**config.mk**
```make
export PLATFORM = sky130hd
export DESIGN_NAME = ship_life_ctl
export DESIGN_NICKNAME = d
export VERILOG_FILES = /design/src/rtl/ship_life_ctl.sv
export SDC_FILE = /design/constraint.sdc
export NUM_CORES = 1
export LEC_CHECK = 0
export CAP_MARGIN = 30
export CORE_MARGIN = 3
export CORE_UTILIZATION = 45
export DETAILED_ROUTE_END_ITERATION = 10
export DONT_BUFFER_PORTS = 1
export GPL_TIMING_DRIVEN = 1
export PLACE_DENSITY = 0.72
export SYNTH_ARGS = -nofsm -noshare
export SYNTH_HDL_FRONTEND = slang
export SYNTH_SLANG_ARGS = --single-unit
```
**constraint.sdc**
```tcl
create_clock -name pclk -period 1.8 [get_ports pclk]
set_clock_uncertainty 0.1 [all_clocks]
set_input_delay 0.27 -clock pclk [delete_from_list [all_inputs] [get_ports pclk]]
set_output_delay 0.27 -clock pclk [all_outputs]
set_load 0.02 [all_outputs]
```
**src/rtl/ship_life_ctl.sv**
```systemverilog
// ship_life_ctl: player ship lifecycle sequencer.
// Turns collision hits into a frame-timed DYING -> INVULN -> ALIVE sequence,
// counts lost lives and parks in GAME_OVER until the player restarts.
module ship_life_ctl #(
    parameter int LIVES         = 3,
    parameter int DEAD_FRAMES   = 60,
    parameter int INVULN_FRAMES = 90,
    parameter int BLINK_FRAMES  = 8
) (
    input  logic       pclk,
    input  logic       rst,
    input  logic       vsync_in,
    input  logic       hit,
    input  logic       restart,
    output logic [3:0] dead_count_out,
    output logic       ship_visible,
    output logic       dead_lock,
    output logic       collision_en,
    output logic       respawn,
    output logic       game_over
);

    typedef enum logic [1:0] {ALIVE, DYING, INVULN, GAME_OVER} state_t;

    localparam logic [3:0] LIVES_C    = 4'(LIVES);
    localparam logic [7:0] DEAD_LAST  = 8'(DEAD_FRAMES - 1);
    localparam logic [7:0] INV_LAST   = 8'(INVULN_FRAMES - 1);
    localparam logic [7:0] BLINK_LAST = 8'(BLINK_FRAMES - 1);

    state_t     state;
    logic       vsync_r;    // vsync_in captured once
    logic       vsync_q;    // previous captured value, for edge detect
    logic       tick;
    logic [7:0] frame_cnt;
    logic [7:0] blink_cnt;
    logic [3:0] dc_inc;

    // One tick per rising vsync edge, seen the cycle after vsync is captured.
    assign tick   = vsync_r & ~vsync_q;
    // Saturating increment so the count can never wrap past LIVES.
    assign dc_inc = (dead_count_out >= LIVES_C) ? dead_count_out : dead_count_out + 4'd1;

    // Capture vsync and keep one cycle of history for rising-edge detection.
    always_ff @(posedge pclk) begin
        if (rst) begin
            vsync_r <= 1'b0;
            vsync_q <= 1'b0;
        end else begin
            vsync_r <= vsync_in;
            vsync_q <= vsync_r;
        end
    end

    // Lifecycle FSM with registered outputs; respawn defaults low every cycle.
    always_ff @(posedge pclk) begin
        if (rst) begin
            state          <= ALIVE;
            dead_count_out <= 4'd0;
            ship_visible   <= 1'b1;
            dead_lock      <= 1'b0;
            collision_en   <= 1'b1;
            respawn        <= 1'b0;
            game_over      <= 1'b0;
            frame_cnt      <= 8'd0;
            blink_cnt      <= 8'd0;
        end else begin
            respawn <= 1'b0;
            case (state)
                ALIVE: begin
                    // A hit outranks a tick landing in the same cycle.
                    if (hit) begin
                        dead_count_out <= dc_inc;
                        frame_cnt      <= 8'd0;
                        ship_visible   <= 1'b0;
                        dead_lock      <= 1'b1;
                        collision_en   <= 1'b0;
                        if (dc_inc == LIVES_C) begin
                            state     <= GAME_OVER;
                            game_over <= 1'b1;
                        end else begin
                            state <= DYING;
                        end
                    end else if (tick) begin
                        frame_cnt <= frame_cnt + 8'd1;
                    end
                end
                DYING: begin
                    if (tick) begin
                        if (frame_cnt == DEAD_LAST) begin
                            state        <= INVULN;
                            frame_cnt    <= 8'd0;
                            blink_cnt    <= 8'd0;
                            respawn      <= 1'b1;
                            ship_visible <= 1'b1;   // blink phase starts visible
                            dead_lock    <= 1'b0;
                        end else begin
                            frame_cnt <= frame_cnt + 8'd1;
                        end
                    end
                end
                INVULN: begin
                    if (tick) begin
                        if (frame_cnt == INV_LAST) begin
                            // Exit overrides any blink toggle due on the same tick.
                            state        <= ALIVE;
                            frame_cnt    <= 8'd0;
                            ship_visible <= 1'b1;
                            collision_en <= 1'b1;
                        end else begin
                            frame_cnt <= frame_cnt + 8'd1;
                            if (blink_cnt == BLINK_LAST) begin
                                ship_visible <= ~ship_visible;
                                blink_cnt    <= 8'd0;
                            end else begin
                                blink_cnt <= blink_cnt + 8'd1;
                            end
                        end
                    end
                end
                GAME_OVER: begin
                    if (restart) begin
                        state          <= ALIVE;
                        dead_count_out <= 4'd0;
                        frame_cnt      <= 8'd0;
                        respawn        <= 1'b1;
                        ship_visible   <= 1'b1;
                        dead_lock      <= 1'b0;
                        collision_en   <= 1'b1;
                        game_over      <= 1'b0;
                    end
                end
                default: begin
                    state <= ALIVE;
                end
            endcase
        end
    end

endmodule

```
# == Word-level counts from Yosys, hierarchy flattened ==
# Cells that the tools add are included.
# word_totals
elab_cells,97
out_inout_bits,9
register_bits,29
input_bits,5
# op_classes
bitwise_logic,3
n_lt_le_gt_ge,1
mux,49
add_sub_neg,3
n_reduce_logical,13
eq_ne,17
# op_table
op,count
2-to-1 mux 8 bit,12
one-hot mux 8 bit (4 select lines),1
2-to-1 mux 1 bit,18
"adder 8 x 1 -> 8 bit, second input constant",2
"inequality test 2 bit, second input constant",8
one-hot mux 8 bit (2 select lines),1
AND reduction 5 bit,3
2-to-1 mux 2 bit,7
2-to-1 mux 4 bit,3
AND reduction 6 bit,2
"== test 8 x 3 -> 1 bit, second input constant",1
"== test 8 x 6 -> 1 bit, second input constant",1
"== test 8 x 7 -> 1 bit, second input constant",1
one-hot mux 2 bit (4 select lines),1
one-hot mux 4 bit (2 select lines),1
AND reduction 4 bit,2
"inequality test 3 bit, second input constant",2
one-hot mux 1 bit (3 select lines),2
nonzero test 3 bit,2
"adder 4 x 1 -> 4 bit, second input constant",1
"== test 2 bit, second input constant",2
"== test 4 x 2 -> 1 bit, second input constant",1
">= comparator 4 x 2 -> 1 bit, second input constant",1
one-hot mux 1 bit (2 select lines),2
7 further kinds,9

# == Longest topological paths before layout ==
# Gate-level depths: netlist (run 1).
# logic_depth
depth_word,6
depth_mapped,8
depth_no_buf,7

# == Least setup slack after synthesis (run 1) ==
# Ideal clock, no wire load.
# synth_path
kind,reg-to-reg
from,register frame_cnt[1]
to,register frame_cnt[3]
n_path_buf,1
stages_incl_launch_ff,9
synth_period_minus_slack_ns,1.810
required_ns,1.614
setup_time_ns,0.086
arrival_time_ns,1.624
slack_ns,-0.010
cell_sequence,dfxtp_1 > inv_1 > ha_1 > and3b_4 > a32o_2 > a21oi_4 > buf_6 > a31oi_1 > a211oi_1
# synth_between
elab_chain_cells,4
word_cells_on_any_way,10
classes_between,1 x add/sub; 2 x eq/ne; 7 x mux
# synth_rtl
item,line,rtl
"start, declared",34,logic [7:0] frame_cnt;
"start signal, assigned",84,frame_cnt <= frame_cnt + 8'd1;
"start signal, assigned",97,frame_cnt <= frame_cnt + 8'd1;
"start signal, assigned",110,frame_cnt <= frame_cnt + 8'd1;
adder 8 x 1 -> 8 bit (tied with other cells),"84, 97, 110",
2-to-1 mux 8 bit (on tied branches),"103, 83, 89",
2-to-1 mux 8 bit (on tied branches),"102, 71, 88",
one-hot mux 8 bit (4 select lines) (*),68,case (state)
# Every way passes the cells marked *; elsewhere a longest branch is shown, timed or not. The select of a mux whose other input is x is not followed.
# A chain may end at the register's enable or synchronous reset.

# == Worst setup path in the final report (run 1) ==
# layout_path
from,register frame_cnt[1]
to,register frame_cnt[5]
# The elaborated chain is that of the path after synthesis.

==> results by group, run 1 <==
Run
  – Max-Cap Viols: 0

GRT
  – Number of global-route vias before repair: 1673
  – Gr usage total: 0.2240
  – Largest net degree at the start of global routing: 27
  – Initial antenna violation count: 0
  – First-pass GRT wire length: 7438 um
  – GR Overflow Total: 0

Floorplanning
  – IO Pins: 14
  – Core ar.: 3416 sq um
  – Site Rows: 21
  – Die X-Extent: 66.08 um
  – Die ar.: 4366 sq um
  – Initial Util: 0.4755
  – Chip height: 66.08 um

STA
  – # setup viols final: 17
  – Fmax: between 500 and 600 MHz
  – Fin worst setup slack: -0.1691 ns
  – Final Cycle Share: 1.094
  – Worst-Margin Slew: 0.4613 ns
  – WHS: -0.1183 ns
  – Max Slew Vio Count: 0
  – Final hold vios: 19
  – Slew HR: 0.6925
  – Setup tns final: -0.9913 ns
  – RSZ-0062 raised after global routing: true
  – Final min period: 1.969 ns

Drt
  – Initial DRC count: 74
  – Antenna-violating nets left: 0
  – Vias: 1644
  – Wirelength per Cell: 16.54 um
  – Drt first pass iters: 5
  – Vias/cell: 5.957
  – Routed wire length: 4565 um
  – # DRC: 0

Logic synthesis
  – Share of Yosys cell area claimed by the top area cell type: 0.3575
  – Most numerous cell in the Yosys netlist: dfxtp_1
  – Distinct cell type count after synthesis: 47
  – Post-synth ARST share: 0
  – Synth top area cells: dfxtp_1 (36%), a21oi_1 (5.5%), nor2b_1 (3.5%)
  – Syn Nets: 197
  – Top FF cell, synth: dfxtp_1
  – Sequential area share after synthesis: 0.3575
  – EDFF count, synth: 0
  – Yosys warns: 0
  – Top cell type by total area after synthesis: dfxtp_1
  – Syn Inst Count: 188
  – Flops & latches, synth: 29
  – Top post-synthesis cells by count: dfxtp_1 (29), a21oi_1 (18), nand2_1 (11)
  – Syn Std Cell Area: about 1600 sq um
  – Post-Syn Area per Cell: 8.639 sq um

Run status
  – Status: finished with violations
  – Failing checks: hold timing, setup timing

Clock network
  – H-tree levels: 2
  – Clk root buf: clkbuf_4
  – CTS clk-pin slew, worst paths: 0.09 ns
  – CTS max path bufs: 2
  – Clk_lat worst skew: around 0.34 ns
  – CTS tree: built
  – CTS Sinks: 29
  – Number of buffers created by CTS: 5
  – CTS Hold Bufs: 3

Cells and area
  – Antenna diodes: 0
  – # fillers: between 200 and 300
  – Layout cells sized above 1: 0.4043
  – Fin area: 2261 sq um
  – Area grow syn2layout: 39.21%
  – Nets@finish: about 240

Worst setup path
  – Critical path launch point type: flip-flop
  – Crit Path Category: reg2reg
  – Worst path arrival time: 2.12 ns
  – Worst setup path end: frame_cnt[5]
  – R2r worst-path depth: 8
  – Worst Setup SP: frame_cnt[1]
  – Worst Path Required: 1.95 ns
  – Worst reg-to-reg setup slack: -0.17 ns
  – Reg-to-Reg Start: frame_cnt[1]
  – CP Capture Type: flip-flop
  – CP max FO: 7
  – Worst reg2reg endpoint: frame_cnt[5]

Power and ir drop
  – Clock share of power: 0.245
  – Sw Ratio: 0.3321
  – Leakage: 0.8473 nW
  – Internal power: 0.001126 W
  – Logic pwr share: 0.313
  – Sequential Power Share: 0.442
  – Psw: 0.0005598 W
  – Cell Pwr Density: 745.6 nW/um^2
  – Max VDD drop: 509.8 uV

Placed design
  – Number of port buffers: 0
  – Hpwl dp: 3023 um
  – RePlAce Congestion: 0.8181
  – Placement Cell Area: 1906 sq um

Worst hold path
  – Hold Path Class: in2reg
  – Hold Path Cell Cnt: 1
## per-stage QoR
stage               setup WS, ns  utilization  power [W]  hold WS [ns]  instances
global placement        -0.03191       0.5579   0.001164        0.2373        262
detailed placement       -0.1429       0.5579   0.001186        0.2431        262
global route             -0.2301       0.6619   0.001780       -0.1431        276
finish                   -0.1691       0.6619   0.001686       -0.1183        276
CTS                     -0.08348       0.6011   0.001618       -0.1264        275
floorplan               0.001060            -   0.001025        0.2982        188
## layer usage
metal / vias to the layer above / global-route usage / share of wire
li1: 798 / - / -
met1: 802 / 0.2479 / 0.43
met2: 35 / 0.4030 / 0.52
met3: 9 / 0.05272 / 0.035
met4: 0 / 0.09898 / 0.017
met5: - / 0 / 0
## worst max-delay path: stages (launching register included)
cell and delay [ns]:
dfxtp_4 0.38, inv_2 0.05, ha_4 0.14, and3b_4 0.20, a32o_2 0.27, a21oi_4 0.20
clkbuf_16 0.19, a31oi_4 0.08, a311oi_2 0.27
## how the worst min path moves through the flow
stage                        start            to  slack (ns)
after global routing           rst  blink_cnt[0]       -0.14
after CTS                      rst  frame_cnt[0]       -0.13
final                          rst  frame_cnt[1]       -0.12
after floorplan           vsync_in       vsync_r        0.30
after detailed placement       rst  frame_cnt[1]        0.24
after global placement         rst  frame_cnt[1]        0.24
## final cells by class
type                    instances  area [sq um]  share of cell area
clock buffers                   7         55.05             0.02435
inverters                       6         22.52            0.009961
multi-input cells             145          1164              0.5147
flip-flops and latches         29         594.3              0.2629
well taps                      46         57.56             0.02546
repair buffers                 43         367.9              0.1627
## power by group through the flow
stage	Sequential, W	Clock [W]	Combinational, W
detailed placement	0.000753	0	0.000433
floorplan	0.000753	0	0.000273
global placement	0.000752	0	0.000413
CTS	0.000740	0.000425	0.000453
finish	0.000745	0.000413	0.000528
global route	0.000750	0.000457	0.000574
## placed cells by master, fill, tap and decap left out, drive strengths merged, types with 3 or more instances in the layout
| cell | instances |
|---|---|
| dfxtp | 29 |
| o21ai | 14 |
| a211oi | 5 |
| nor4 | 3 |
| nand3 | 9 |
| clkbuf | 8 |
| nor2 | 8 |
| or3 | 3 |
| or4 | 6 |
| nand2 | 11 |
| nor3 | 5 |
| dlygate4sd3 | 3 |
| a31oi | 7 |
| a21oi | 20 |
| nor2b | 9 |
| inv | 6 |
| ha | 4 |
| and3 | 8 |
| nand3b | 4 |
| buf | 39 |
| nand2b | 4 |
## state kept, by name, summed over array words and instances, names as in the netlist
| register | cells |
|---|---|
| blink_cnt | 8 |
| collision_en | 1 |
| dead_count_out | 4 |
| dead_lock | 1 |
| frame_cnt | 8 |
| game_over | 1 |
| respawn | 1 |
| ship_visible | 1 |
| state | 2 |
| vsync_q | 1 |
| vsync_r | 1 |
## cells by family after synthesis
family	share of synthesized area
AND/OR/NAND/NOR	0.3074
buffers and inverters	0.05547
flip-flops	0.3575
AO/OA/AOI/OAI	0.2427
multiplexers	0.006164
adder cells (fa/ha/maj)	0.03082
## timing repair
item                       4_1_cts  5_1_grt
pin swaps                       12       25
setup endpoints to repair       13       21
hold endpoints to repair        22       21
setup buffers                    2        0
gates cloned                     1        1
resized for setup               10       39
(Power assumes the default switching activity.)
==> inputs of run 2 (changes only) <==
--- a/constraint.sdc
+++ b/constraint.sdc
@@ -3,3 +3,3 @@
 set_input_delay 0.27 -clock pclk [delete_from_list [all_inputs] [get_ports pclk]]
 set_output_delay 0.27 -clock pclk [all_outputs]
-set_load 0.02 [all_outputs]
+set_load 0.005 [all_outputs]
==> results by group, run 2 (synthesis gave the netlist of run 1 again) <==
Placed design
  – RePlAce Congestion: 0.8338 (+1.9%)
  – Hpwl dp: 3049 um (+0.85%)
  – # placed instances: 260 (-0.76%)
  – Number of port buffers: 0 (unchanged)

Cells and area
  – Area grow syn2layout: 41.68%
  – Biggest regs: blink_cnt: 8 flops, frame_cnt: 8 flops, dead_count_out: 4 flops
  – Nets@finish: 244 (+2.1%)
  – Most common cell after layout, fill and taps aside: buf_4
  – # fillers: 273 (-1.4%)
  – Most frequent cells in the layout: buf_4 (41), dfxtp_1 (24), nand2_1 (11), a21oi_1 (10)
  – Post-layout util: 0.6736 (+0.01172)
  – Antenna diodes: 0 (unchanged)
  – Finished Layout Cells: 282 (+2.2%)
  – Layout cells sized above 1: 0.4068 (+0.002432)

Worst setup path
  – Crit Path Category: reg2reg
  – CP Capture Type: flip-flop
  – Worst Path Required: 1.92 ns (-0.03 ns)
  – Worst path arrival time: 2.05 ns (-0.07 ns)
  – Critical path launch point type: flip-flop
  – CP max FO: 7 (unchanged)

Drt
  – Antenna-violating nets left: 0 (unchanged)
  – Initial DRC count: 96 (+30%)
  – Drt first pass iters: 4 (-1)
  – Vias: 1714 (+4.3%)
  – Routed wire length: 4927 um (+7.9%)
  – Vias/cell: 6.078 (+2.0%)
  – Wirelength per Cell: 17.47 um (+5.6%)
  – # DRC: 0 (unchanged)

STA
  – Final Cycle Share: 1.069 (-0.02534)
  – # setup viols final: 17 (unchanged)
  – Final hold vios: 19 (unchanged)
  – Slew HR: 0.6766 (-0.01592)
  – RSZ-0062 raised after global routing: true
  – Worst-Margin Slew: 0.4851 ns (+0.02388 ns)
  – Fin worst setup slack: -0.1235 ns (+0.04561 ns)
  – WHS: -0.1198 ns (-0.001471 ns)
  – Final min period: 1.923 ns (-0.04561 ns)
  – Fmax: 519.9 MHz (+2.4%)
  – Max Slew Vio Count: 0 (unchanged)

GRT
  – First-pass GRT wire length: 7376 um (-0.83%)
  – Number of global-route vias before repair: 1656 (-1.0%)
  – Initial antenna violation count: 0 (unchanged)
  – GR Overflow Total: 0 (unchanged)
  – Gr usage total: 0.2207 (-0.003236)
  – Largest net degree at the start of global routing: 27 (unchanged)

Clock network
  – CTS Sinks: 29 (unchanged)
  – CTS max path bufs: 2 (unchanged)
  – Clk root buf: clkbuf_4
  – H-tree levels: 2 (unchanged)
  – Clk_lat worst skew: 0.34 ns (about the same)
  – CTS Hold Bufs: 4 (+1)
  – CTS tree: built
  – CTS clk-pin slew, worst paths: 0.09 ns (about the same)
  – Number of buffers created by CTS: 5 (unchanged)

Worst hold path
  – Hold Path Class: in2reg

Run status
  – Failing checks: hold timing, setup timing
  – Status: finished with violations

Power and ir drop
  – Total power: 0.001642 W (-2.6%)
  – Max VDD drop: 587.0 uV (+15%)
  – Cell Pwr Density: 713.4 nW/um^2 (-4.3%)
  – Leakage: 0.8607 nW (+1.6%)

Floorplanning
  – Die X-Extent: 66.08 um (unchanged)
  – Chip height: 66.08 um (unchanged)
  – Initial Util: 0.4755 (unchanged)
  – Site Rows: 21 (unchanged)
  – IO Pins: 14 (unchanged)
  – Die ar.: 4366 sq um (unchanged)
  – Core ar.: 3416 sq um (unchanged)

Run
  – Max-Cap Viols: 0 (unchanged)
-- run 2: repair_timing --
item | CTS | global route
endpoints found under the setup margin | 17 | 21
buffers inserted | 4 | 4
pin swaps | 8 | 27
hold endpoints to repair | 24 | 19
resized for setup | 9 | 38
cloned | 0 | 2
-- run 2: per-stage QoR --
stage | area, sq um | hold slack [ns] | TNS (ns) | setup WS, ns
5_1_grt | 2301 | -0.1410 | -2.218 | -0.1733
3_3_place_gp | 1891 | 0.2373 | -0.1195 | -0.02933
6_report | 2301 | -0.1198 | -1.041 | -0.1235
2_1_floorplan | 1625 | 0.2982 | 0 | 0.001060
4_1_cts | 2049 | -0.1188 | -1.031 | -0.09660
3_5_place_dp | 1891 | 0.2416 | -1.089 | -0.1365
-- run 2: worst paths after layout --
| path | depth (start not counted) | startpoint | slack [ns] | to |
|---|---|---|---|---|
| max reg2reg | 8 | frame_cnt[0] | -0.12 | state[1] |
| max | 8 | frame_cnt[0] | -0.12 | state[1] |
| min | 1 | rst | -0.12 | frame_cnt[1] |
| min reg2reg | 2 | blink_cnt[6] | 0.40 | blink_cnt[6] |
-- run 2: layout make-up --
class,instances,area [sq um],share of cell area
clock buffer,8,48.80,0.02121
inverter,6,22.52,0.009788
multi-input combinational,145,1174,0.5101
sequential,29,594.3,0.2583
tap,46,57.56,0.02501
timing repair buffer,48,404.1,0.1756
-- run 2: critical path, stage by stage, from the launching register on --
cell,delay [ns]
dfxtp_4,0.38
ha_4,0.13
nand3b_1,0.14
buf_4,0.19
o21ai_4,0.16
a21oi_4,0.11
buf_12,0.15
buf_4,0.13
o311a_1,0.32
-- run 2: power by group --
| part | total [W] | leakage, nW | internal (W) | switching, W |
|---|---|---|---|---|
| clock network | 0.000382 | 0.0265 | 0.000155 | 0.000227 |
| registers | 0.000726 | 0.239 | 0.000682 | 0.0000445 |
| logic | 0.000533 | 0.595 | 0.000265 | 0.000268 |
-- run 2: routing by layer --
| metal | up-vias | GRT usage | routed length [um] |
|---|---|---|---|
| met5 | - | 0 | 0 |
| li1 | 810 | - | - |
| met4 | 0 | 0.1117 | 162 |
| met2 | 45 | 0.3780 | 2583 |
| met3 | 17 | 0.06633 | 234 |
| met1 | 842 | 0.2456 | 1946 |
==> inputs of run 3 (changes only) <==
Settings changed: CORE_ASPECT_RATIO from default to 1.25.
==> results by group, run 3 (synthesis gave the netlist of run 1 again) <==
Run status
  – Status: finished with violations
  – Failing checks: hold timing, setup timing

Clock network
  – Clk root buf: clkbuf_8
  – CTS Sinks: 29 (unchanged)
  – CTS max path bufs: 2 (unchanged)
  – CTS Hold Bufs: 2 (-2)
  – H-tree levels: 2 (unchanged)
  – Number of buffers created by CTS: 5 (unchanged)
  – Clk_lat worst skew: 0.29 ns (-0.05 ns)
  – CTS tree: built
  – CTS clk-pin slew, worst paths: 0.07 ns (-0.02 ns)

Drt
  – Initial DRC count: 119 (+24%)
  – # DRC: 0 (unchanged)
  – Wirelength per Cell: 18.65 um (+6.8%)
  – Routed wire length: 5092 um (+3.3%)
  – Drt first pass iters: 4 (unchanged)
  – Vias/cell: 6.275 (+3.2%)
  – Vias: 1713 (-0.058%)
  – Antenna-violating nets left: 0 (unchanged)

STA
  – Final hold vios: 18 (-1)
  – Setup tns final: -1.388 ns (-0.3470 ns)
  – WHS: -0.05765 ns (+0.06212 ns)
  – Max Slew Vio Count: 0 (unchanged)
  – Worst-Margin Slew: 0.3650 ns (-0.1202 ns)
  – Fmax: 515.1 MHz (-0.93%)
  – Fin worst setup slack: -0.1415 ns (-0.01804 ns)
  – Slew HR: 0.7540 (+0.07744)
  – Final min period: 1.942 ns (+0.01804 ns)
  – Final Cycle Share: 1.079 (+0.01002)
  – # setup viols final: 17 (unchanged)
  – RSZ-0062 raised after global routing: true

Worst setup path
  – Top delay family on crit path: compound AO/OA/AOI/OAI gates
  – CP bufs+invs: 3 (unchanged)
  – Crit Path Category: reg2reg
  – Slowest CP cell: dfxtp_4
  – Worst path arrival time: 2.06 ns (about the same)
  – CP max FO: 7 (unchanged)
  – Max incr delay on CP: 0.37 ns (about the same)
  – Critical path launch point type: flip-flop
  – CP Capture Type: flip-flop
  – Crit-path cells: inv_2 -> ha_4 -> and3b_4 -> a32o_2 -> a21oi_4 -> buf_12 -> buf_8 -> nand4b_1 -> a21oi_1
  – Worst Path Required: 1.92 ns (about the same)

GRT
  – Gr usage total: 0.2250 (+0.004232)
  – GR Overflow Total: 0 (unchanged)
  – Largest net degree at the start of global routing: 27 (unchanged)
  – First-pass GRT wire length: 7527 um (+2.0%)
  – Initial antenna violation count: 0 (unchanged)
  – Number of global-route vias before repair: 1673 (+1.0%)

Floorplanning
  – Site Rows: 23 (+9.5%)
  – IO Pins: 14 (unchanged)
  – Die X-Extent: 59.73 um (-9.6%)
  – Chip height: 73.17 um (+11%)
  – Die ar.: 4370 sq um (about the same)
  – Core ar.: 3338 sq um (-2.3%)
  – Initial Util: 0.4865 (+0.01105)

Placed design
  – Post-place setup slack: -0.1514 ns (-0.01497 ns)
  – Hpwl dp: 2908 um (-4.6%)
  – Placement Cell Area: 1822 sq um (-3.6%)
  – RePlAce Congestion: 0.7931 (-4.9%)
  – Number of port buffers: 0 (unchanged)

Cells and area
  – Biggest regs: blink_cnt: 8 flops, frame_cnt: 8 flops, dead_count_out: 4 flops
  – Most frequent cells in the layout: buf_4 (41), dfxtp_1 (24), nand2_1 (11), a21oi_1 (11), nand3_1 (9)
  – Antenna diodes: 0 (unchanged)
  – Area grow syn2layout: 42.60%
  – Layout cells sized above 1: 0.4280 (+0.02119)
  – Most common cell after layout, fill and taps aside: buf_4
  – Nets@finish: 244 (unchanged)
  – Post-layout util: 0.6938 (+0.02015)
  – Fin area: 2316 sq um (+0.65%)

Power and ir drop
  – Leakage: 0.8747 nW (+1.6%)
  – Total power: 0.001788 W (+8.9%)
  – Cell Pwr Density: 772.2 nW/um^2 (+8.2%)
  – Max VDD drop: 674.5 uV (+15%)

Run
  – Max-Cap Viols: 0 (unchanged)

Worst hold path
  – Hold Path Class: in2reg
run 3: changes by cell type in the layout (fill, tap and decap cells not counted), moves of 2 or more:
| cell | previous run | this run |
|---|---|---|
| nand2b_1 | 4 | 2 |
| clkbuf_1 | 3 | 1 |
| clkbuf_4 | 5 | 0 |
| clkbuf_8 | 0 | 5 |
| clkinv_2 | 0 | 2 |
| dlygate4sd3_1 | 4 | 2 |
| nor2b_1 | 9 | 7 |
run 3: per-stage QoR:
stage,hold slack [ns],cells
2_1_floorplan,0.2982,188
3_3_place_gp,0.2379,245
3_5_place_dp,0.2413,245
4_1_cts,-0.06485,261
5_1_grt,-0.08236,273
6_report,-0.05765,273
run 3: final timing paths:
kind	from	end	slack, ns	cells past startpoint
worst max-delay path	frame_cnt[1]	frame_cnt[2]	-0.14	9
worst min-delay path	rst	blink_cnt[0]	-0.06	1
worst max register to register	frame_cnt[1]	frame_cnt[2]	-0.14	9
worst min register to register	blink_cnt[0]	blink_cnt[0]	0.40	2
run 3: per-layer routing:
layer / vias to the layer above / wire length, um / track usage
met5: - / 0 / 0
met4: 0 / 65 / 0.09113
met3: 10 / 296 / 0.07257
met2: 57 / 2728 / 0.3966
met1: 837 / 2001 / 0.2411
li1: 809 / - / -
run 3: repair_timing:
item | in CTS | in global routing
resized for setup | 12 | 41
pin swaps | 17 | 23
setup endpoints to repair | 16 | 22
gates cloned | 1 | 1
buffers inserted | 5 | 12
endpoints found under the hold margin | 21 | 19
run 3: cell type report:
cell class              count  area (sq um)
flip-flops and latches     29         591.8
multi-input cells         145          1176
clock inverters             2         10.01
clock buffers               6         72.57
well taps                  37         46.29
repair buffers             48         396.6
inverters                   6         22.52
fillers                   251          1022
run 3: power by group:
group	switching, W	internal [W]
Clock	0.000257	0.000267
Sequential	0.0000518	0.000685
Combinational	0.000263	0.000265
Total	0.000572	0.00122
